$ cat src/rtl/cnn_stage_pkg.sv
// Shared types and arithmetic helpers for the conv -> activation -> max-pool stage.
package cnn_stage_pkg;

    typedef enum logic [1:0] {ACCEPT, MAC, POST, OUT} stage_state_e;
    typedef enum logic {ACT_NONE, ACT_RELU} act_mode_e;

    localparam int SAT_W = 64;

    // Accumulator must hold taps full-precision products plus sign headroom.
    function automatic int acc_width(input int dw, input int taps);
        return 2 * dw + $clog2(taps) + 1;
    endfunction

    function automatic logic signed [SAT_W-1:0] sat_dw(input logic signed [SAT_W-1:0] acc,
                                                       input int dw);
        logic signed [SAT_W-1:0] hi;
        logic signed [SAT_W-1:0] lo;
        hi = (64'sd1 <<< (dw - 1)) - 64'sd1;
        lo = -hi - 64'sd1;
        if (acc > hi) return hi;
        if (acc < lo) return lo;
        return acc;
    endfunction

endpackage

$ cat src/rtl/mac_lane.sv
// One output channel: weight/bias storage, MAC accumulator, post-scale, activation,
// saturation and running max-pool register.
module mac_lane
    import cnn_stage_pkg::*;
#(
    parameter int DW   = 16,
    parameter int FRAC = 8,
    parameter int NW   = 3,
    parameter int TW   = 2,
    parameter int IW   = 2
) (
    input  logic          clk,
    input  logic          reset,
    input  logic          w_we,
    input  logic [IW-1:0] w_idx,
    input  logic [DW-1:0] w_data,
    input  logic          mac_en,
    input  logic [TW-1:0] tap,
    input  logic [DW-1:0] x,
    input  logic          post_en,
    input  logic          relu,
    input  logic          pool_first,
    output logic [DW-1:0] pool_next
);

    localparam int ACC_W = acc_width(DW, NW);

    logic signed [DW-1:0]    wgt [NW];
    logic signed [DW-1:0]    bias;
    logic signed [DW-1:0]    pmax;
    logic signed [ACC_W-1:0] acc;
    logic signed [ACC_W-1:0] prod_ext;
    logic signed [ACC_W-1:0] sum;
    logic signed [ACC_W-1:0] scaled;
    logic signed [2*DW-1:0]  prod;
    logic signed [DW-1:0]    res;

    always_comb begin
        prod     = $signed(x) * wgt[tap];
        prod_ext = ACC_W'(prod);
        // Bias is in sample format, so align it to the product's 2*FRAC fraction first.
        sum      = acc + (ACC_W'(bias) <<< FRAC);
        scaled   = sum >>> FRAC;
        if (relu && scaled < 0) scaled = '0;
        res       = DW'(sat_dw(SAT_W'(scaled), DW));
        pool_next = (pool_first || res > pmax) ? res : pmax;
    end

    always_ff @(posedge clk) begin
        if (reset) begin
            for (int i = 0; i < NW; i++) wgt[i] <= '0;
            bias <= '0;
            acc  <= '0;
            pmax <= '0;
        end else begin
            if (w_we) begin
                if (w_idx == IW'(NW)) bias <= w_data;
                else if (w_idx < IW'(NW)) wgt[w_idx] <= w_data;
            end
            if (mac_en) acc <= (tap == '0 ? '0 : acc) + prod_ext;
            if (post_en) pmax <= pool_next;
        end
    end

endmodule

$ cat src/rtl/conv_act_pool_stage.sv
// Streaming 1-D convolution -> activation -> max-pool stage with one MAC lane per output channel.
//   state  | meaning
//   ACCEPT | take a beat into the K-deep window; MAC once the window is full
//   MAC    | C_IN*K cycles, one tap/channel product per lane per cycle
//   POST   | bias, rescale, activation, saturation, fold into pool max
//   OUT    | hold pooled result until downstream takes it
module conv_act_pool_stage
    import cnn_stage_pkg::*;
#(
    parameter  int DW    = 16,
    parameter  int FRAC  = 8,
    parameter  int C_IN  = 1,
    parameter  int C_OUT = 3,
    parameter  int K     = 3,
    parameter  int P     = 2,
    localparam int AW    = $clog2(C_OUT * (C_IN * K + 1))
) (
    input  logic                  clk,
    input  logic                  reset,
    input  logic                  in_valid,
    output logic                  in_ready,
    input  logic [C_IN*DW-1:0]    in_data,
    input  logic                  in_last,
    input  logic                  act_mode,
    input  logic                  w_we,
    input  logic [AW-1:0]         w_addr,
    input  logic [DW-1:0]         w_data,
    output logic                  out_valid,
    input  logic                  out_ready,
    output logic [C_OUT*DW-1:0]   out_data,
    output logic                  out_last
);

    localparam int NW = C_IN * K;
    localparam int N  = NW + 1;
    localparam int TW = (NW > 1) ? $clog2(NW) : 1;
    localparam int IW = $clog2(N);
    localparam int KW = (K > 1) ? $clog2(K) : 1;
    localparam int CW = (C_IN > 1) ? $clog2(C_IN) : 1;
    localparam int FW = $clog2(K + 1);
    localparam int PW = $clog2(P + 1);

    stage_state_e         state;
    act_mode_e            act_q;
    logic [FW-1:0]        fill;
    logic [PW-1:0]        pcnt;
    logic                 last_q;
    logic [TW-1:0]        tap;
    logic [KW-1:0]        k_cnt;
    logic [CW-1:0]        ci_cnt;
    logic [C_IN*DW-1:0]   win [K];
    logic [DW-1:0]        x_sel;
    logic [C_OUT*DW-1:0]  pool_bus;
    logic                 we_ok;
    logic [31:0]          w_addr32;

    // win[0] is the oldest beat and pairs with tap 0.
    always_comb begin
        x_sel    = win[k_cnt][ci_cnt*DW +: DW];
        we_ok    = w_we && (state == ACCEPT) && (fill == '0);
        w_addr32 = 32'(w_addr);
    end

    for (genvar co = 0; co < C_OUT; co++) begin : g_lane
        logic [31:0] lane_off;
        logic        lane_we;
        // Unsigned wrap makes addresses below this lane's base fail the range test too.
        assign lane_off = w_addr32 - 32'(co * N);
        assign lane_we  = we_ok && (lane_off < 32'(N));

        mac_lane #(.DW(DW), .FRAC(FRAC), .NW(NW), .TW(TW), .IW(IW)) u_lane (
            .clk        (clk),
            .reset      (reset),
            .w_we       (lane_we),
            .w_idx      (lane_off[IW-1:0]),
            .w_data     (w_data),
            .mac_en     (state == MAC),
            .tap        (tap),
            .x          (x_sel),
            .post_en    (state == POST),
            .relu       (act_q == ACT_RELU),
            .pool_first (pcnt == '0),
            .pool_next  (pool_bus[co*DW +: DW])
        );
    end

    always_ff @(posedge clk) begin
        if (reset) begin
            state     <= ACCEPT;
            act_q     <= ACT_NONE;
            in_ready  <= 1'b0;
            fill      <= '0;
            pcnt      <= '0;
            last_q    <= 1'b0;
            tap       <= '0;
            k_cnt     <= '0;
            ci_cnt    <= '0;
            out_valid <= 1'b0;
            out_data  <= '0;
            out_last  <= 1'b0;
            for (int i = 0; i < K; i++) win[i] <= '0;
        end else begin
            case (state)
                ACCEPT: begin
                    in_ready <= 1'b1;
                    if (in_valid && in_ready) begin
                        for (int i = 0; i < K - 1; i++) win[i] <= win[i+1];
                        win[K-1] <= in_data;
                        if (fill >= FW'(K - 1)) begin
                            fill     <= FW'(K);
                            state    <= MAC;
                            in_ready <= 1'b0;
                            last_q   <= in_last;
                            act_q    <= act_mode_e'(act_mode);
                            tap      <= '0;
                            k_cnt    <= '0;
                            ci_cnt   <= '0;
                        end else if (in_last) begin
                            fill <= '0;
                            pcnt <= '0;
                        end else begin
                            fill <= fill + FW'(1);
                        end
                    end
                end
                MAC: begin
                    tap <= tap + TW'(1);
                    if (k_cnt == KW'(K - 1)) begin
                        k_cnt <= '0;
                        if (ci_cnt == CW'(C_IN - 1)) begin
                            ci_cnt <= '0;
                            state  <= POST;
                        end else begin
                            ci_cnt <= ci_cnt + CW'(1);
                        end
                    end else begin
                        k_cnt <= k_cnt + KW'(1);
                    end
                end
                POST: begin
                    pcnt <= pcnt + PW'(1);
                    if (pcnt == PW'(P - 1) || last_q) begin
                        state     <= OUT;
                        out_valid <= 1'b1;
                        out_data  <= pool_bus;
                        out_last  <= last_q;
                    end else begin
                        state    <= ACCEPT;
                        in_ready <= 1'b1;
                    end
                end
                OUT: begin
                    if (out_ready) begin
                        out_valid <= 1'b0;
                        out_last  <= 1'b0;
                        pcnt      <= '0;
                        if (last_q) fill <= '0;
                        state    <= ACCEPT;
                        in_ready <= 1'b1;
                    end
                end
                default: state <= ACCEPT;
            endcase
        end
    end

endmodule
$ cat config.mk
export PLATFORM = sky130hd
export DESIGN_NAME = conv_act_pool_stage
export DESIGN_NICKNAME = d
export VERILOG_FILES = /design/src/rtl/cnn_stage_pkg.sv /design/src/rtl/mac_lane.sv /design/src/rtl/conv_act_pool_stage.sv
export SDC_FILE = /design/constraint.sdc
export NUM_CORES = 2
export LEC_CHECK = 0
export ABC_AREA = 1
export CORE_ASPECT_RATIO = 0.8
export CORE_MARGIN = 3
export CORE_UTILIZATION = 30
export DETAILED_ROUTE_END_ITERATION = 12
export GPL_TIMING_DRIVEN = 0
export PLACE_DENSITY = 0.47
export SYNTH_ARGS = -nofsm -noshare
export SYNTH_HDL_FRONTEND = slang
export SYNTH_SLANG_ARGS = --single-unit
$ cat constraint.sdc
create_clock -name clk -period 10.59 [get_ports clk]
set_input_delay 2.118 -clock clk [delete_from_list [all_inputs] [get_ports clk]]
set_output_delay 2.118 -clock clk [all_outputs]
set_load 0.05 [all_outputs]
; ---- Word level (Yosys, flattened, before mapping)
; Memory sizes are Yosys's and may differ from the RTL's. A register that Yosys moved wholly into a read port is not among the register bits.
; Cells that the tools add are included.
[classes]
n_mux = 108
n_shift = 1
bitwise = 3
multipliers = 3
n_addsub = 13
order_cmp = 19
n_eq_ne = 18
reduce_logical = 36
[ops]
columns = op, n
row1 = 16-bit 2-to-1 mux, 21
row2 = 35-bit 2-to-1 mux, 6
row3 = 35-bit by 24-bit adder with 35-bit output, 3
row4 = 35-bit adder, 3
row5 = "35-bit by 16-bit greater-than comparator with 1-bit output, second input constant", 3
row6 = "35-bit by 16-bit less-than comparator with 1-bit output, second input constant", 3
row7 = 16-bit by 16-bit multiplier with 32-bit output, 3
row8 = "27-bit by 1-bit less-than comparator with 1-bit output, second input constant", 3
row9 = "32-bit by 3-bit less-than comparator with 1-bit output, second input constant", 2
row10 = 2-bit 2-to-1 mux, 28
row11 = 16-bit greater-than comparator, 3
row12 = 16-bit OR reduction, 3
row13 = 1-bit 2-to-1 mux, 44
row14 = "2-bit != test, second input constant", 8
row15 = 16-bit by 6-bit variable part select with 16-bit output, 1
row16 = "2-bit == test, second input constant", 6
row17 = 2-bit one-hot mux with 2 select lines, 3
row18 = 3-bit AND reduction, 4
row19 = 5-bit AND reduction, 2
row20 = 1-bit logical AND, 9
row21 = "2-bit by 1-bit adder with 2-bit output, second input constant", 4
row22 = 2-bit zero test, 4
row23 = 2-bit one-hot mux with 4 select lines, 1
row24 = 2-bit AND reduction, 4
row25 = other kinds (16), 30
[word_totals]
mem_count = 4
mem_bits_rw = 192
out_inout_bits = 51
reg_bits = 265
in_bits = 43
[mem_list]
columns = memory, depth, word_bits, rd, rd_clocked_by_memory_dff, wr, line
row1 = g_lane[0].u_lane.wgt, 3, 16, 1, 1, 3, mac_lane.sv:28  ; logic signed [DW-1:0] wgt [NW];
row2 = g_lane[1].u_lane.wgt, 3, 16, 1, 1, 3, mac_lane.sv:28
row3 = g_lane[2].u_lane.wgt, 3, 16, 1, 1, 3, mac_lane.sv:28
row4 = win, 3, 16, 3, 1, 3, conv_act_pool_stage.sv:51  ; logic [C_IN*DW-1:0] win [K];

; ---- Logic depth before layout (Yosys ltp)
[depth]
word_depth = 12
depth_mapped = 48
mapped_depth_nobuf = 46

; ---- By module
; From an unflattened synthesis, not the netlist that was laid out.
[hier_totals]
hier_cells = 8597
hier_area_um2 = 64585.7
[modules_own_cells]
columns = mod, seq_area_each_um2, n_inst, area_per_inst_um2, cells_per_inst
row1 = mac_lane (g_lane[1].u_lane), 3263.1, 1, 20251.9, 2770
row2 = mac_lane (g_lane[0].u_lane), 3263.1, 1, 20011.7, 2687
row3 = mac_lane (g_lane[2].u_lane), 3263.1, 1, 19648.8, 2590
row4 = conv_act_pool_stage, 2742.6, 1, 4673.2, 550

; ---- Least setup slack after synthesis
; OpenSTA, ideal clock, no wires.
[synth_timing]
kind = flip-flop to flip-flop
from = register (tool-made name)
to = register g_lane[1].u_lane.acc[33]
slack_ns = 2.466
stages_incl_launch_ff = 38
path_buffers = 3
setup_time_ns = 0.117
required_time_ns = 10.473
t_arrival_ns = 8.007
cell_sequence = dfxtp_1 -> clkbuf_1 -> clkbuf_1 -> buf_1 -> nand2_1 -> a32oi_1 -> inv_1 -> nor2_1 -> inv_1 -> fa_1 -> inv_1 -> fa_1 -> fa_1 -> fa_1 -> fa_1 -> inv_1 -> fa_1 -> inv_1 -> [... 2 more ...] -> a31oi_1 -> o221ai_1 -> a21oi_1 -> nand2_1 -> xor2_1 -> ha_1 -> nand2_1 -> nor2_1 -> nand2_1 -> nor4_1 -> nand2_1 -> nand2_1 -> nand2_1 -> nand3b_1 -> nand3_1 -> nand2_1 -> nor2_1 -> nor2_1
[synth_rtl]
columns = element, line
row1 = to (signal assigned), mac_lane.sv:60  ; if (mac_en) acc <= (tap == '0 ? '0 : acc) + prod_ext;
row2 = to (decl), mac_lane.sv:31  ; logic signed [ACC_W-1:0] acc;

==> reports/results.ini <==
[route]
routedWlPerCell_um = 21.1
dr.first_iter.drc_count = 4732
routed_wl_um = 241000
dr_total_vias = 55365
drtPass1Iterations = 6
drc = 0
detail-route-antenna-nets = 0
via_per_inst = 4.84

[clock_network]
clock-root-buffer = clkbuf_16
clk_pin_slew_ns = 0.06
htreeDepth = 2
cts_buffer_depth = 3
numClockSinks = 508
cts_tree = yes
worstSkewPairLatency_ns = 0.74
numCtsBuffers = 60
cts-hold-fix-buffers = 0

[setup_path]
timing.critical_path.buf_inv = 9
worst_setup_path_end_kind = register
slowest_stage = fa_1
worstRegToRegCells = 37
arrival_ns = 10.86
worst-setup-path-type = reg2reg
crit_path_start_kind = register
path_delay_family = adder cells
worst-path-max-fanout = 10
rrSetupSlack_ns = 0.31
max_stage_delay_ns = 0.63
r2r_end = g_lane[1].u_lane.acc[33]$_SDFFE_PP0P_
required_ns = 11.18

[timing]
hold_viol_final = 0
period_needed_ns = 10.28
clock.fmax_mhz = 97.3
timing.final.ws_setup_ns = 0.314
slew_headroom_pct = 7.39
fin_crit_sh_pct = 97.0
clock_skew_ns = 0.0903
setup_viol = 0
rsz0062_at_grt = true
worst_pin_slew_ns = 1.38
slew_viol_final = 0

[final_layout]
nNetsFinal = 9887
final_area_mm2 = 0.0713
drive_gt1_share_pct = 4.71
syn2layout_area_growth_pct = 12.1
stdcell_count = 11433

[synthesis]
muxShareOfSynthArea_pct = 0
syn_inst = 8346
synth_common_cells = 1761 x inv_1, 1617 x nand2_1, 998 x nor2_1
syn_area_mm2 = 0.0636
yosys.area.top_type = fa_1
yosys.area_share.simple_pct = 19.9
synth_seq_cells = 508
synth_compound_area_share_pct = 10.4
synth_edf_count = 240
synth_xor_area_share_pct = 3.03
ys_seq_area_share_pct = 19.8
avgSynthCellArea_um2 = 7.62
synth_fa_ha_area_share_pct = 34.5
synth-async-reset-ratio_pct = 0
yosysMostFrequentCell = inv_1
synth_top_area_share_pct = 24.9
synthTopCellsByArea = fa_1 25%, edfxtp_1 11%, inv_1 10%, nand2_1 9.5%, ha_1 9.5%
synth_top_family_by_area = adder cells
synth_flop_cell = dfxtp_1
synth.distinct_cells = 64
synth_warnings = 0

[floorplanning]
coreArea_mm2 = 0.210
fp.dieW_um = 521
start_util_pct = 30.3
ios = 94
die-area_mm2 = 0.218
rows = 150
die_y_um = 418

[worst_hold_path]
hold_start = g_lane[2].u_lane.acc[1]$_SDFFE_PP0P_
holdPathStages = 2
holdCritPathClass = reg2reg
min_to = g_lane[2].u_lane.acc[1]$_SDFFE_PP0P_

[global_route]
grt_pass1_wl_um = 361000
grt_max_degree = 40
antenna_found_initial = 14
grt-ovfl-total = 0
track_usage_pct = 22.1
first_global_vias = 55878

[placement]
dp.final_hpwl_um = 201000
gp_congestion = 0.945
placedCellCount = 11306
place_ws_ns = -1.61
placed_area_mm2 = 0.0684
portBuffers = 93

[outcome]
status = finished, final reports clean

[flow_run]
cap_viol_max_count = 0

## flip-flops by register name, summed over array words and instances, names as in the netlist, 2 cells and up, named ones only
name	count
out_data	48
k_cnt	2
fill	2
g_lane.u_lane.acc	105
tap	2
pcnt	2
state	2
g_lane.u_lane.bias	48
win	48
g_lane.u_lane.wgt	192
g_lane.u_lane.pmax	48
## stage by stage
| step | util (%) | hold WS (ns) | TNS (ns) |
|---|---|---|---|
| after floorplan | - | 0.430 | 0 |
| after global placement | 32.5 | 0.442 | -30.72 |
| after detailed placement | 32.6 | 0.447 | -18.44 |
| after CTS | 33.7 | 0.455 | -0.00164 |
| after global routing | 34.0 | 0.467 | -0.00701 |
| final | 34.0 | 0.453 | 0 |
## worst min-delay path, cell delays in order, from the launching register on
cell	delay, ns
dfxtp_1	0.30
inv_1	0.06
a21oi_1	0.05
## layout make-up
class / count / area [µm²]
fill: 22627 / 139000
multi-input combinational: 5811 / 44000
sequential: 508 / 12600
inverter: 1775 / 6690
tap: 2812 / 3520
clock buffer: 75 / 1600
buffer: 296 / 1340
timing repair buffer: 115 / 1210
clock inverter: 39 / 408
antenna: 2 / 5.00
## worst max-delay path by stage
| stage | from | to | slack [ns] | cells after the start |
|---|---|---|---|---|
| final | register | g_lane[1].u_lane.acc[33]$_SDFFE_PP0P_ | 0.31 | 37 |
| after detailed placement | register | g_lane[1].u_lane.acc[33]$_SDFFE_PP0P_ | -1.61 | 38 |
| after global routing | register | g_lane[0].u_lane.acc[34]$_SDFFE_PP0P_ | -0.007 | 39 |
| after global placement | register | g_lane[1].u_lane.acc[33]$_SDFFE_PP0P_ | -1.77 | 37 |
| after CTS | register | g_lane[1].u_lane.acc[33]$_SDFFE_PP0P_ | -0.002 | 38 |
| after floorplan | register | g_lane[1].u_lane.acc[33]$_SDFFE_PP0P_ | 2.47 | 37 |
## timing repair
item                                    in CTS  in global routing
endpoints found under the setup margin      30                 32
pin swaps                                    0                  7
resized for setup                           65                177
buffers inserted                             0                 14
## per-layer routing
metal	wire length [µm]	vias up	GRT usage, %
li1	-	26230	-
met1	114000	27230	32.2
met2	102000	1633	33.4
met3	17800	272	3.53
met4	7750	0	6.49
met5	0	-	0
## cells by family after synthesis
logic type	Yosys count
compound gates	1190
xor+xnor	220
fa+ha+maj	1277
buf+inv	2074
flops	508
other cells	1
simple gates	3076
## layout by cell type (no fill, tap or decap), drive strengths merged, types with 12 or more instances in the layout
cell              n
o211ai           46
and2             12
clkinv           28
buf              75
ha              485
o21bai           25
conb             48
nand2          1664
o21ai           400
xor2            133
a21o             38
nor2           1007
clkdlybuf4s50    93
nand3b           15
edfxtp          240
fa              792
xnor2            87
nor3             39
clkbuf          316
inv            1772
a31oi            26
a32oi            46
a21oi           555
dfxtp           268
nand4            68
nand3           247
Power is not shown: default switching activity piles up to over one toggle a cycle in this logic, so the estimate is an artifact.
